--- src/rtl/axi_lite_imem_loader.sv ---
// AXI4-Lite write-only slave that turns single-beat writes into instruction-memory
// strobes and holds the CPU in reset while an image is being loaded.
module axi_lite_imem_loader #(
  parameter int MEM_ADDR_WIDTH = 16,
  parameter int HOLD_CYCLES    = 134217727,
  parameter int HOLD_CNT_WIDTH = $clog2(HOLD_CYCLES + 1)
) (
  input  logic                      i_clk,
  input  logic                      i_rst,
  input  logic [31:0]               i_s_axi_awaddr,
  input  logic [2:0]                i_s_axi_awprot,
  input  logic                      i_s_axi_awvalid,
  output logic                      o_s_axi_awready,
  input  logic [31:0]               i_s_axi_wdata,
  input  logic [3:0]                i_s_axi_wstrb,
  input  logic                      i_s_axi_wvalid,
  output logic                      o_s_axi_wready,
  output logic [1:0]                o_s_axi_bresp,
  output logic                      o_s_axi_bvalid,
  input  logic                      i_s_axi_bready,
  input  logic [31:0]               i_s_axi_araddr,
  input  logic [2:0]                i_s_axi_arprot,
  input  logic                      i_s_axi_arvalid,
  output logic                      o_s_axi_arready,
  output logic [31:0]               o_s_axi_rdata,
  output logic [1:0]                o_s_axi_rresp,
  output logic                      o_s_axi_rvalid,
  input  logic                      i_s_axi_rready,
  output logic                      o_mem_en,
  output logic [3:0]                o_mem_we,
  output logic [MEM_ADDR_WIDTH-1:0] o_mem_addr,
  output logic [31:0]               o_mem_wrdata,
  output logic                      o_cpu_hold
);

  localparam logic [1:0] RESP_OKAY   = 2'b00;
  localparam logic [1:0] RESP_SLVERR = 2'b10;

  typedef enum logic [1:0] {W_IDLE, W_MEM, W_RESP} wr_state_t;
  typedef enum logic {R_IDLE, R_RESP} rd_state_t;

  wr_state_t                 wr_state;
  rd_state_t                 rd_state;
  logic                      aw_captured;
  logic                      w_captured;
  logic [31:0]               aw_addr;
  logic [31:0]               w_data;
  logic [3:0]                w_strb;
  logic [HOLD_CNT_WIDTH-1:0] hold_cnt;

  logic        aw_hs;
  logic        w_hs;
  logic        aw_done;
  logic        w_done;
  logic        in_range;
  logic [31:0] cur_addr;
  logic [31:0] cur_data;
  logic [3:0]  cur_strb;

  // Merge a beat arriving this cycle with one captured earlier so both can complete on one edge.
  always_comb begin
    aw_hs    = i_s_axi_awvalid && o_s_axi_awready;
    w_hs     = i_s_axi_wvalid && o_s_axi_wready;
    aw_done  = aw_captured || aw_hs;
    w_done   = w_captured || w_hs;
    cur_addr = aw_hs ? i_s_axi_awaddr : aw_addr;
    cur_data = w_hs ? i_s_axi_wdata : w_data;
    cur_strb = w_hs ? i_s_axi_wstrb : w_strb;
    in_range = (cur_addr >> MEM_ADDR_WIDTH) == 32'd0;
  end

  always_ff @(posedge i_clk) begin
    if (i_rst) begin
      wr_state        <= W_IDLE;
      aw_captured     <= 1'b0;
      w_captured      <= 1'b0;
      aw_addr         <= '0;
      w_data          <= '0;
      w_strb          <= '0;
      o_s_axi_awready <= 1'b0;
      o_s_axi_wready  <= 1'b0;
      o_s_axi_bvalid  <= 1'b0;
      o_s_axi_bresp   <= RESP_OKAY;
      o_mem_en        <= 1'b0;
      o_mem_we        <= '0;
      o_mem_addr      <= '0;
      o_mem_wrdata    <= '0;
    end else begin
      o_mem_en     <= 1'b0;
      o_mem_we     <= '0;
      o_mem_addr   <= '0;
      o_mem_wrdata <= '0;
      unique case (wr_state)
        W_IDLE: begin
          if (aw_hs) begin
            aw_captured <= 1'b1;
            aw_addr     <= i_s_axi_awaddr;
          end
          if (w_hs) begin
            w_captured <= 1'b1;
            w_data     <= i_s_axi_wdata;
            w_strb     <= i_s_axi_wstrb;
          end
          if (aw_done && w_done) begin
            wr_state        <= W_MEM;
            o_s_axi_awready <= 1'b0;
            o_s_axi_wready  <= 1'b0;
            if (in_range) begin
              o_mem_en      <= 1'b1;
              o_mem_we      <= cur_strb;
              o_mem_addr    <= {cur_addr[MEM_ADDR_WIDTH-1:2], 2'b00};
              o_mem_wrdata  <= cur_data;
              o_s_axi_bresp <= RESP_OKAY;
            end else begin
              o_s_axi_bresp <= RESP_SLVERR;
            end
          end else begin
            o_s_axi_awready <= !aw_done;
            o_s_axi_wready  <= !w_done;
          end
        end
        W_MEM: begin
          o_s_axi_bvalid <= 1'b1;
          wr_state       <= W_RESP;
        end
        W_RESP: begin
          if (i_s_axi_bready) begin
            o_s_axi_bvalid  <= 1'b0;
            o_s_axi_bresp   <= RESP_OKAY;
            aw_captured     <= 1'b0;
            w_captured      <= 1'b0;
            o_s_axi_awready <= 1'b1;
            o_s_axi_wready  <= 1'b1;
            wr_state        <= W_IDLE;
          end
        end
        default: wr_state <= W_IDLE;
      endcase
    end
  end

  // Reads are never serviced: every AR gets a single SLVERR beat with zero data.
  always_ff @(posedge i_clk) begin
    if (i_rst) begin
      rd_state        <= R_IDLE;
      o_s_axi_arready <= 1'b0;
      o_s_axi_rvalid  <= 1'b0;
      o_s_axi_rresp   <= RESP_OKAY;
    end else begin
      unique case (rd_state)
        R_IDLE: begin
          if (i_s_axi_arvalid && o_s_axi_arready) begin
            o_s_axi_arready <= 1'b0;
            o_s_axi_rvalid  <= 1'b1;
            o_s_axi_rresp   <= RESP_SLVERR;
            rd_state        <= R_RESP;
          end else begin
            o_s_axi_arready <= 1'b1;
          end
        end
        R_RESP: begin
          if (i_s_axi_rready) begin
            o_s_axi_rvalid  <= 1'b0;
            o_s_axi_rresp   <= RESP_OKAY;
            o_s_axi_arready <= 1'b1;
            rd_state        <= R_IDLE;
          end
        end
        default: rd_state <= R_IDLE;
      endcase
    end
  end

  // Hold tracks the next counter value so it rises the cycle right after the strobe.
  always_ff @(posedge i_clk) begin
    if (i_rst) begin
      hold_cnt   <= '0;
      o_cpu_hold <= 1'b0;
    end else if (wr_state == W_MEM && o_mem_en && (|o_mem_we)) begin
      hold_cnt   <= HOLD_CNT_WIDTH'(HOLD_CYCLES);
      o_cpu_hold <= 1'b1;
    end else if (hold_cnt != '0) begin
      hold_cnt   <= hold_cnt - HOLD_CNT_WIDTH'(1);
      o_cpu_hold <= (hold_cnt != HOLD_CNT_WIDTH'(1));
    end
  end

  assign o_s_axi_rdata = 32'd0;

  logic unused_inputs;
  assign unused_inputs = ^{i_s_axi_awprot, i_s_axi_araddr, i_s_axi_arprot, aw_addr[1:0]};

endmodule

--- config.mk ---
export PLATFORM = sky130hd
export DESIGN_NAME = axi_lite_imem_loader
export DESIGN_NICKNAME = d
export VERILOG_FILES = /design/src/rtl/axi_lite_imem_loader.sv
export SDC_FILE = /design/constraint.sdc
export NUM_CORES = 1
export LEC_CHECK = 0
export CORE_UTILIZATION = 49
export CTS_CLUSTER_SIZE = 25
export DETAILED_ROUTE_END_ITERATION = 10
export PLACE_DENSITY = 0.85
export SYNTH_ARGS = -nofsm -noshare
export SYNTH_HDL_FRONTEND = slang
export SYNTH_SLANG_ARGS = --single-unit
--- constraint.sdc ---
create_clock -name i_clk -period 2.72 [get_ports i_clk]
set_input_delay 0.816 -clock i_clk [delete_from_list [all_inputs] [get_ports i_clk]]
set_output_delay 0.816 -clock i_clk [all_outputs]
set_load 0.01 [all_outputs]
After elaboration in Yosys (flattened, before gate mapping)
Cells that the tools add are included.

storage, ports and cells
  flip-flop bits (word level) = 163
  input bits = 113
  output and inout bits = 95

cells by class
  bitwise logic cells = 4
  add/subtract/negate cells = 1
  eq/ne operators = 9
  mux-type cells = 37
  reduce and logical (&&, ||, !) cells = 27

operators by type and width
  operator                                                                  count
  32-bit 2-to-1 mux                                                         2
  27-bit 2-to-1 mux                                                         2
  32-bit logical NOT                                                        1
  27-bit by 1-bit inequality test with 1-bit output, second input constant  1
  27-bit nonzero test                                                       1
  27-bit by 1-bit subtractor with 27-bit output, second input constant      1
  1-bit one-hot mux with 2 select lines                                     8
  1-bit 2-to-1 mux                                                          15
  2-bit 2-to-1 mux                                                          6
  2-bit inequality test, second input constant                              6
  2-bit AND reduction                                                       5
  3-bit AND reduction                                                       3
  2-bit one-hot mux with 2 select lines                                     2
  4-bit OR reduction                                                        2
  1-bit logical AND                                                         6
  2-bit one-hot mux with 3 select lines                                     1
  2-bit nonzero test                                                        3
  4-bit 2-to-1 mux                                                          1
  1-bit inverter                                                            4
  3-bit OR reduction                                                        1
  2-bit by 1-bit equality test with 1-bit output, second input constant     1
  2-bit equality test, second input constant                                1
  1-bit logical NOT                                                         2
  2-bit logical NOT                                                         1
  1-bit logical OR                                                          2

Depth between registers and ports, before layout
Gate-level depths: netlist of the first run.

  word-level depth = 6
  gate-level depth with buffers = 7
  depth with buffers taken out = 6

Worst setup path before layout of the first run
Ideal clock, no wire load.

  path kind = input to register
  start = input i_s_axi_awvalid
  end = register o_mem_addr[12]
  cell stages on the path = 7
  setup time = 132 ps
  data arrival time = 1911 ps
  path slack = 677 ps
  cells stage by stage = and2_1 > clkbuf_1 > o21ai_0 > nor3_1 > nand2_1 > clkbuf_1 > a21oi_1

between the ends
  longest elaborated chain between the ends = 5
  elaborated cells between the ends (all ways) = 8
  those cells by class = 1 x mux; 2 x bitwise; 5 x reduce/logical

ends and longest elaborated chain
  element                                                  RTL line  text
  start, declared                                          12        input logic i_s_axi_awvalid,
  1-bit logical AND (*)                                    62        aw_hs = i_s_axi_awvalid && o_s_axi_awready;
  32-bit 2-to-1 mux or 1-bit logical OR (tied branches)    n/a
  32-bit logical NOT or 1-bit logical AND (tied branches)  69, 104
  1-bit inverter (no source line)                          n/a
  4-bit OR reduction (no source line)                      n/a
  end signal, assigned                                     111       o_mem_addr <= {cur_addr[MEM_ADDR_WIDTH-1:2], 2'b00};
  end, declared                                            31        output logic [MEM_ADDR_WIDTH-1:0] o_mem_addr,

Mark *: on every way between the ends. The rest lies on a longest branch, timed or not.
A chain may end at the register's enable or synchronous reset.

Worst setup path in the final report of the first run
  start = register o_s_axi_awready
  end = output o_s_axi_awready

RTL lines
  element                 RTL line  text
  start, declared         13        output logic o_s_axi_awready,
  start signal, assigned  118       o_s_axi_awready <= !aw_done;

No word-level cell between the ends.

==> metrics.md, run 1 <==
| Metric | Value |
|---|---|
| Hold-fix buffers at CTS | 0 |
| Status | finished clean |
| First-pass GRT wire length | 24,100 µm |
| Clock Pin Slew Worst Setup and Hold Paths | 70 ps |
| WL per Instance | 14.0 µm |
| Pwr dens | 886 nW/µm² |
| Static leakage | 0.00291 µW |
| Crit path max-delay cell type | clkdlybuf4s50_1 |
| DR vias | 5,587 |
| CTS HTree Levels | 4 |
| Reg2reg setup slack | 580 ps |
| Postcts setup bufs | 0 |
| CP bufs+invs | 1 |
| # port buffers | 131 |
| Total power | 7240 µW |
| Setup_tns | 0 ps |
| Maximum VDD drop | 0.572 mV |
| DR iter-0 viols | 504 |
| Synthesized area | 6230 µm² |
| Worst setup SP type | flip-flop |
| Crit-path leading delay family | buffers and inverters |
| Post-synthesis cell type count | 54 |
| Top cells by area, synth | dfxtp_1 (50%), nand2_1 (15%), a21oi_1 (11%) |
| Site Rows | 40 |
| Reg2reg start | hold_cnt[10]$_SDFFE_PP0P_ |
| Sequential element share of the synthesized area | 50.2% |
| Clk_skew | 8.37 ps |
| Maximum clock path buffer count | 2 |
| Antenna-violating nets left | 0 |
| Top_reg_cell synth | dfxtp_1 |
| Actual slew at the worst max-slew pin | 600 ps |
| GRT Util Overall | 22.9% |
| Die H | 115 µm |
| Largest net degree at the start of global routing | 50 |
| Cells after Synth | 763 |
| R2R Path End | hold_cnt[1]$_SDFFE_PP0P_ |
| Hold/Removal Path Class | flip-flop to flip-flop |
| P&R area growth vs syn | 31.3% |
| Slew headroom | 60.0% |
| Min Tclk post-route | 2210 ps |
| Number of flops mapped to enable cells by yosys | 0 |
| Detailed Place HPWL | 9370 µm |
| Cell Count, Final, Fillers Out | 1,061 |
| Endpoint class of the critical path | output pin |
| Mean Syn Cell Area | 8.16 µm² |
| I/O pin cnt | 208 |
| Ys Warns | 0 |
| Peak fanout along the critical path | 4 |
| Setup Viol. Count Final | 0 |
| Die area | 13,200 µm² |
| CP Data Required Time | 1900 ps |
| Starting density of the core | 51.0% |
| Critical Path Start | o_s_axi_awready$_SDFFE_PP0P_ |
| Drt pass-1 iters | 7 |
| Vias in the first global route | 5,320 |
| Ratio of cells with drive above 1 in the final layout | 8.17% |
| WS Path Type | flip-flop to output pin |
| Routability Congestion | 0.775 |
| Synth area leader | dfxtp_1 |
| Vias per cell | 5.27 |
| Critical path arrival | 1390 ps |
| DRC viols | 0 |
| Worst hold margin | 453 ps |
| Fmax | 453 MHz |
| Clk_lat worst skew | 420 ps |
| Hold Fails Final Rpt | 0 |
| Crit-path cells | clkdlybuf4s50_1 |
| Number of logic stages on the critical path including buffering | 1 |
| Antenna violations before repair | 0 |
| Gr ovfl total | 0 |
| Slowest stage delay, CP | 600 ps |
| Placed cell count | 1,029 |
| Post-layout net count | 995 |
| Synth Register Bits | 156 |
| Period Utilization, post-route | 81.2% |
| Max-slew violation count | 0 |
| CTS tree | built |
| Critical path destination | o_s_axi_awready |
| TritonCTS Buffers | 17 |
| Yosys top cell area share | 50.2% |
| Core area | 12,200 µm² |
| WL final | 14,900 µm |
| Clock sinks | 156 |
| Register-to-Register Path Depth | 5 |
| Max Cap Viol | 0 |
| CTS Root Cell | clkbuf_16 |
| Final antenna diode count | 0 |
| Die W | 115 µm |
| Synth async-reset ratio | 0% |
| Post-CTS Resized | 0 |
| RSZ-0062 raised after global routing | false |
-- cell type report --
cell class | count | area [µm²]
fillers | 957 | 4040
flip-flops and latches | 156 | 3120
multi-input cells | 555 | 2770
repair buffers | 145 | 1480
clock buffers | 18 | 439
well taps | 168 | 210
clock inverters | 14 | 139
inverters | 5 | 18.8
-- state kept, by name (all words and copies together), names as in the netlist --
name	flops
wr_state	2
o_s_axi_rvalid	1
o_s_axi_arready	1
w_captured	1
w_strb	4
o_s_axi_bresp	1
aw_addr	30
o_mem_wrdata	32
o_s_axi_awready	1
o_mem_addr	14
o_mem_we	4
o_s_axi_bvalid	1
o_s_axi_wready	1
o_mem_en	1
w_data	32
rd_state	1
hold_cnt	27
o_cpu_hold	1
aw_captured	1
-- report_power, final --
group | switching, µW | internal (µW) | total, µW
Sequential | 223 | 2530 | 2750
Clock | 977 | 1300 | 2280
Combinational | 1330 | 880 | 2210
-- stage by stage --
stage	worst slack, ps	utilization [%]	cell area, µm²
2_1_floorplan	677	-	6360
3_3_place_gp	154	62.2	7590
3_5_place_dp	155	62.2	7590
4_1_cts	507	66.9	8170
5_1_grt	380	66.9	8170
6_report	512	66.9	8170
-- worst min path at each step --
stage / start / to / slack [ps] / depth (start not counted)
3_5_place_dp: w_strb[3]$_SDFFE_PP0P_ / w_strb[3]$_SDFFE_PP0P_ / 450 / 2
5_1_grt: w_data[28]$_SDFFE_PP0P_ / w_data[28]$_SDFFE_PP0P_ / 470 / 2
2_1_floorplan: aw_captured$_SDFFE_PP0P_ / aw_captured$_SDFFE_PP0P_ / 430 / 2
4_1_cts: w_data[20]$_SDFFE_PP0P_ / o_mem_wrdata[20]$_SDFF_PP0_ / 450 / 2
6_report: aw_addr[4]$_SDFFE_PP0P_ / o_mem_addr[4]$_SDFF_PP0_ / 450 / 2
3_3_place_gp: w_data[20]$_SDFFE_PP0P_ / w_data[20]$_SDFFE_PP0P_ / 440 / 2
-- metal layers --
metal / up-vias / GRT usage (%) / wire, µm
met5: - / 0 / 0
met4: 0 / 11.7 / 466
met3: 37 / 5.56 / 909
met2: 212 / 38.3 / 7100
met1: 2603 / 27.6 / 6380
li1: 2735 / - / -
-- synth_stat cells (all sizes together) (7+ instances only) --
cell and count:
nand2 245, dfxtp 156, a21oi 138, clkbuf 43, buf 39, nor4 14
nor2 12, a31oi 11, o31ai 11, nor3 9, or3 9, or4 8
xnor2 8, o21ai 7
-- cells by family (layout without fill, tap and decap cells) --
family,after synthesis,count (layout),share of synthesized area (%)
fa+ha+maj,2,2,0.402
buf+inv,87,182,7.76
compound gates,179,179,16.1
xor+xnor,13,13,1.83
simple gates,322,322,23.2
other cells,1,36,0.0602
mux,3,3,0.502
flops,156,156,50.2
-- layout by cell type (no fill, tap or decap), types with 3 or more instances in the layout --
| master | count |
|---|---|
| nor2_1 | 12 |
| dfxtp_1 | 156 |
| nand2_1 | 243 |
| nor4_2 | 3 |
| clkinv_4 | 5 |
| buf_12 | 5 |
| xnor2_1 | 8 |
| and2_1 | 3 |
| o21ai_0 | 7 |
| inv_1 | 5 |
| or4_1 | 6 |
| nor3_2 | 3 |
| a31oi_1 | 11 |
| conb_1 | 36 |
| xor2_1 | 5 |
| inv_6 | 4 |
| or2_2 | 4 |
| clkdlybuf4s50_1 | 130 |
| clkbuf_16 | 17 |
| nor3_1 | 5 |
| nand3_2 | 3 |
| o31ai_1 | 9 |
| nor4_1 | 11 |
| or3_1 | 7 |
| clkinvlp_4 | 4 |
| buf_4 | 10 |
| a21oi_1 | 138 |
(Power assumes the default switching activity.)
==> inputs of run 2 (changes only) <==
CORE_UTILIZATION = 46   (was 49)
PLACE_DENSITY = 0.8   (was 0.85)
clock period = 2.3 ns   (was 2.72 ns; I/O delays follow)
==> metrics.md, run 2 (synthesized netlist as in run 1, its figures left out) <==
| Metric | Value |
|---|---|
| Switching pwr | 2820 µW |
| Slew headroom | 60.3% |
| Hold-fix buffers at CTS | 0 |
| Clk_lat worst skew | 420 ps |
| Starting density of the core | 47.0% |
| Clock sinks | 156 |
| Hold/Removal Path Class | flip-flop to flip-flop |
| Largest net degree at the start of global routing | 79 |
| Core area | 13,200 µm² |
| Most frequent cells in the layout | nand2_1 (243), dfxtp_1 (156), a21oi_1 (138) |
| Min Tclk post-route | 2150 ps |
| CP bufs+invs | 3 |
| Gr ovfl total | 0 |
| Post-layout net count | 1,006 |
| Total power | 8600 µW |
| Detailed Place HPWL | 9240 µm |
| Postcts setup bufs | 0 |
| Part of the power in the clock network | 31.4% |
| Flop pwr share | 37.8% |
| Vias in the first global route | 4,962 |
| Max Cap Viol | 0 |
| FILL cells | 1,110 |
| Actual slew at the worst max-slew pin | 594 ps |
| Slowest stage delay, CP | 420 ps |
| Antenna violations before repair | 0 |
| DRC viols | 0 |
| Cell Count, Final, Fillers Out | 1,079 |
| Commonest non-fill, non-tap cell in the layout | nand2_1 |
| Routability Congestion | 0.782 |
| Antenna-violating nets left | 0 |
| I/O pin cnt | 208 |
| Setup Viol. Count Final | 0 |
| WS Path Type | primary input to flip-flop |
| GRT Util Overall | 20.9% |
| Hold Fails Final Rpt | 0 |
| Sw frac | 32.7% |
| Post-CTS Resized | 0 |
| Crit-path cells | clkdlybuf4s50_1 > nor4_1 > buf_4 > nand4_1 > mux2i_1 > nand2_2 > buf_12 > a21oi_1 |
| Combinational share of power | 30.8% |
| Die H | 118 µm |
| Clk_skew | 7.34 ps |
| Vias per cell | 5.08 |
| Die W | 118 µm |
| Endpoint class of the critical path | flip-flop |
| Pwr dens | 1040 nW/µm² |
| # port buffers | 131 |
| DR iter-0 viols | 443 |
| CTS HTree Levels | 4 |
| Setup_tns | 0 ps |
| WL per Instance | 13.2 µm |
| First-pass GRT wire length | 23,400 µm |
| Maximum clock path buffer count | 2 |
| P&R area growth vs syn | 33.0% |
| DR vias | 5,482 |
| Fmax | 466 MHz |
| Period Utilization, post-route | 93.3% |
| CTS Root Cell | clkbuf_16 |
| Setup WS pre-CTS | -266 ps |
| Drt pass-1 iters | 7 |
| Crit path max-delay cell type | clkdlybuf4s50_1 |
| WL final | 14,300 µm |
| Crit-path leading delay family | buffers and inverters |
| Status | finished clean |
| Final worst slack | 154 ps |
| Die area | 14,000 µm² |
| Max-slew violation count | 0 |
| CTS tree | built |
| Worst hold margin | 452 ps |
| Static leakage | 0.00299 µW |
| Critical path arrival | 2500 ps |
| Clock Pin Slew Worst Setup and Hold Paths | 60 ps |
| Cell internal pwr | 5790 µW |
| Largest registers | o_mem_wrdata x32, w_data x32, aw_addr x30 |
| TritonCTS Buffers | 17 |
| RSZ-0062 raised after global routing | false |
| Site Rows | 42 |
| Final antenna diode count | 0 |
| Worst setup SP type | primary input |
| Peak fanout along the critical path | 43 |
| CP Data Required Time | 2650 ps |
| Maximum VDD drop | 0.721 mV |
| Placed cell count | 1,048 |
| Ratio of cells with drive above 1 in the final layout | 9.08% |
## run 2: layer usage
layer / up-vias / global-route usage [%] / part of all wire [%]
li1: 2758 / - / -
met2: 180 / 33.4 / 48
met5: - / 0 / 0
met4: 0 / 8.41 / 2.5
met1: 2519 / 25.9 / 44
met3: 25 / 6.71 / 6.4
## run 2: metrics by stage
| step | instance area (µm²) | util [%] |
|---|---|---|
| floorplan | 6360 | - |
| global placement | 7700 | 58.1 |
| detailed placement | 7700 | 58.1 |
| CTS | 8280 | 62.5 |
| global route | 8280 | 62.5 |
| finish | 8280 | 62.5 |
## run 2: area by class of cell
cell class | instances | area [µm²] | area share (%)
flip-flops and latches | 156 | 3120 | 37.7
multi-input cells | 555 | 2770 | 33.4
repair buffers | 156 | 1570 | 19.0
clock buffers | 25 | 526 | 6.35
well taps | 176 | 220 | 2.66
clock inverters | 6 | 57.6 | 0.695
inverters | 5 | 18.8 | 0.227
## run 2: path summary, 6_finish.rpt
| path | startpoint | to | slack [ps] | cells past startpoint |
|---|---|---|---|---|
| max reg2reg | hold_cnt[20]$_SDFFE_PP0P_ | hold_cnt[1]$_SDFFE_PP0P_ | 210 | 5 |
| min reg2reg | w_data[31]$_SDFFE_PP0P_ | w_data[31]$_SDFFE_PP0P_ | 450 | 2 |
| max | i_s_axi_awaddr[16] | o_mem_wrdata[10]$_SDFF_PP0_ | 150 | 8 |
| min | w_data[31]$_SDFFE_PP0P_ | w_data[31]$_SDFFE_PP0P_ | 450 | 2 |
## run 2: worst min-delay path, delay by kind of cell, from the launching register on
family,cells,cell delay (ps)
AND/OR/NAND/NOR,1,50
flip-flops,1,310
AO/OA/AOI/OAI,1,50
## run 2: power groups by stage
stage,Combinational (µW),Sequential [µW],Clock (µW)
finish,2650,3250,2700
global route,2970,3290,2880
CTS,2670,3250,2740
detailed placement,2640,3310,0
global placement,2580,3290,0
floorplan,2040,3260,0
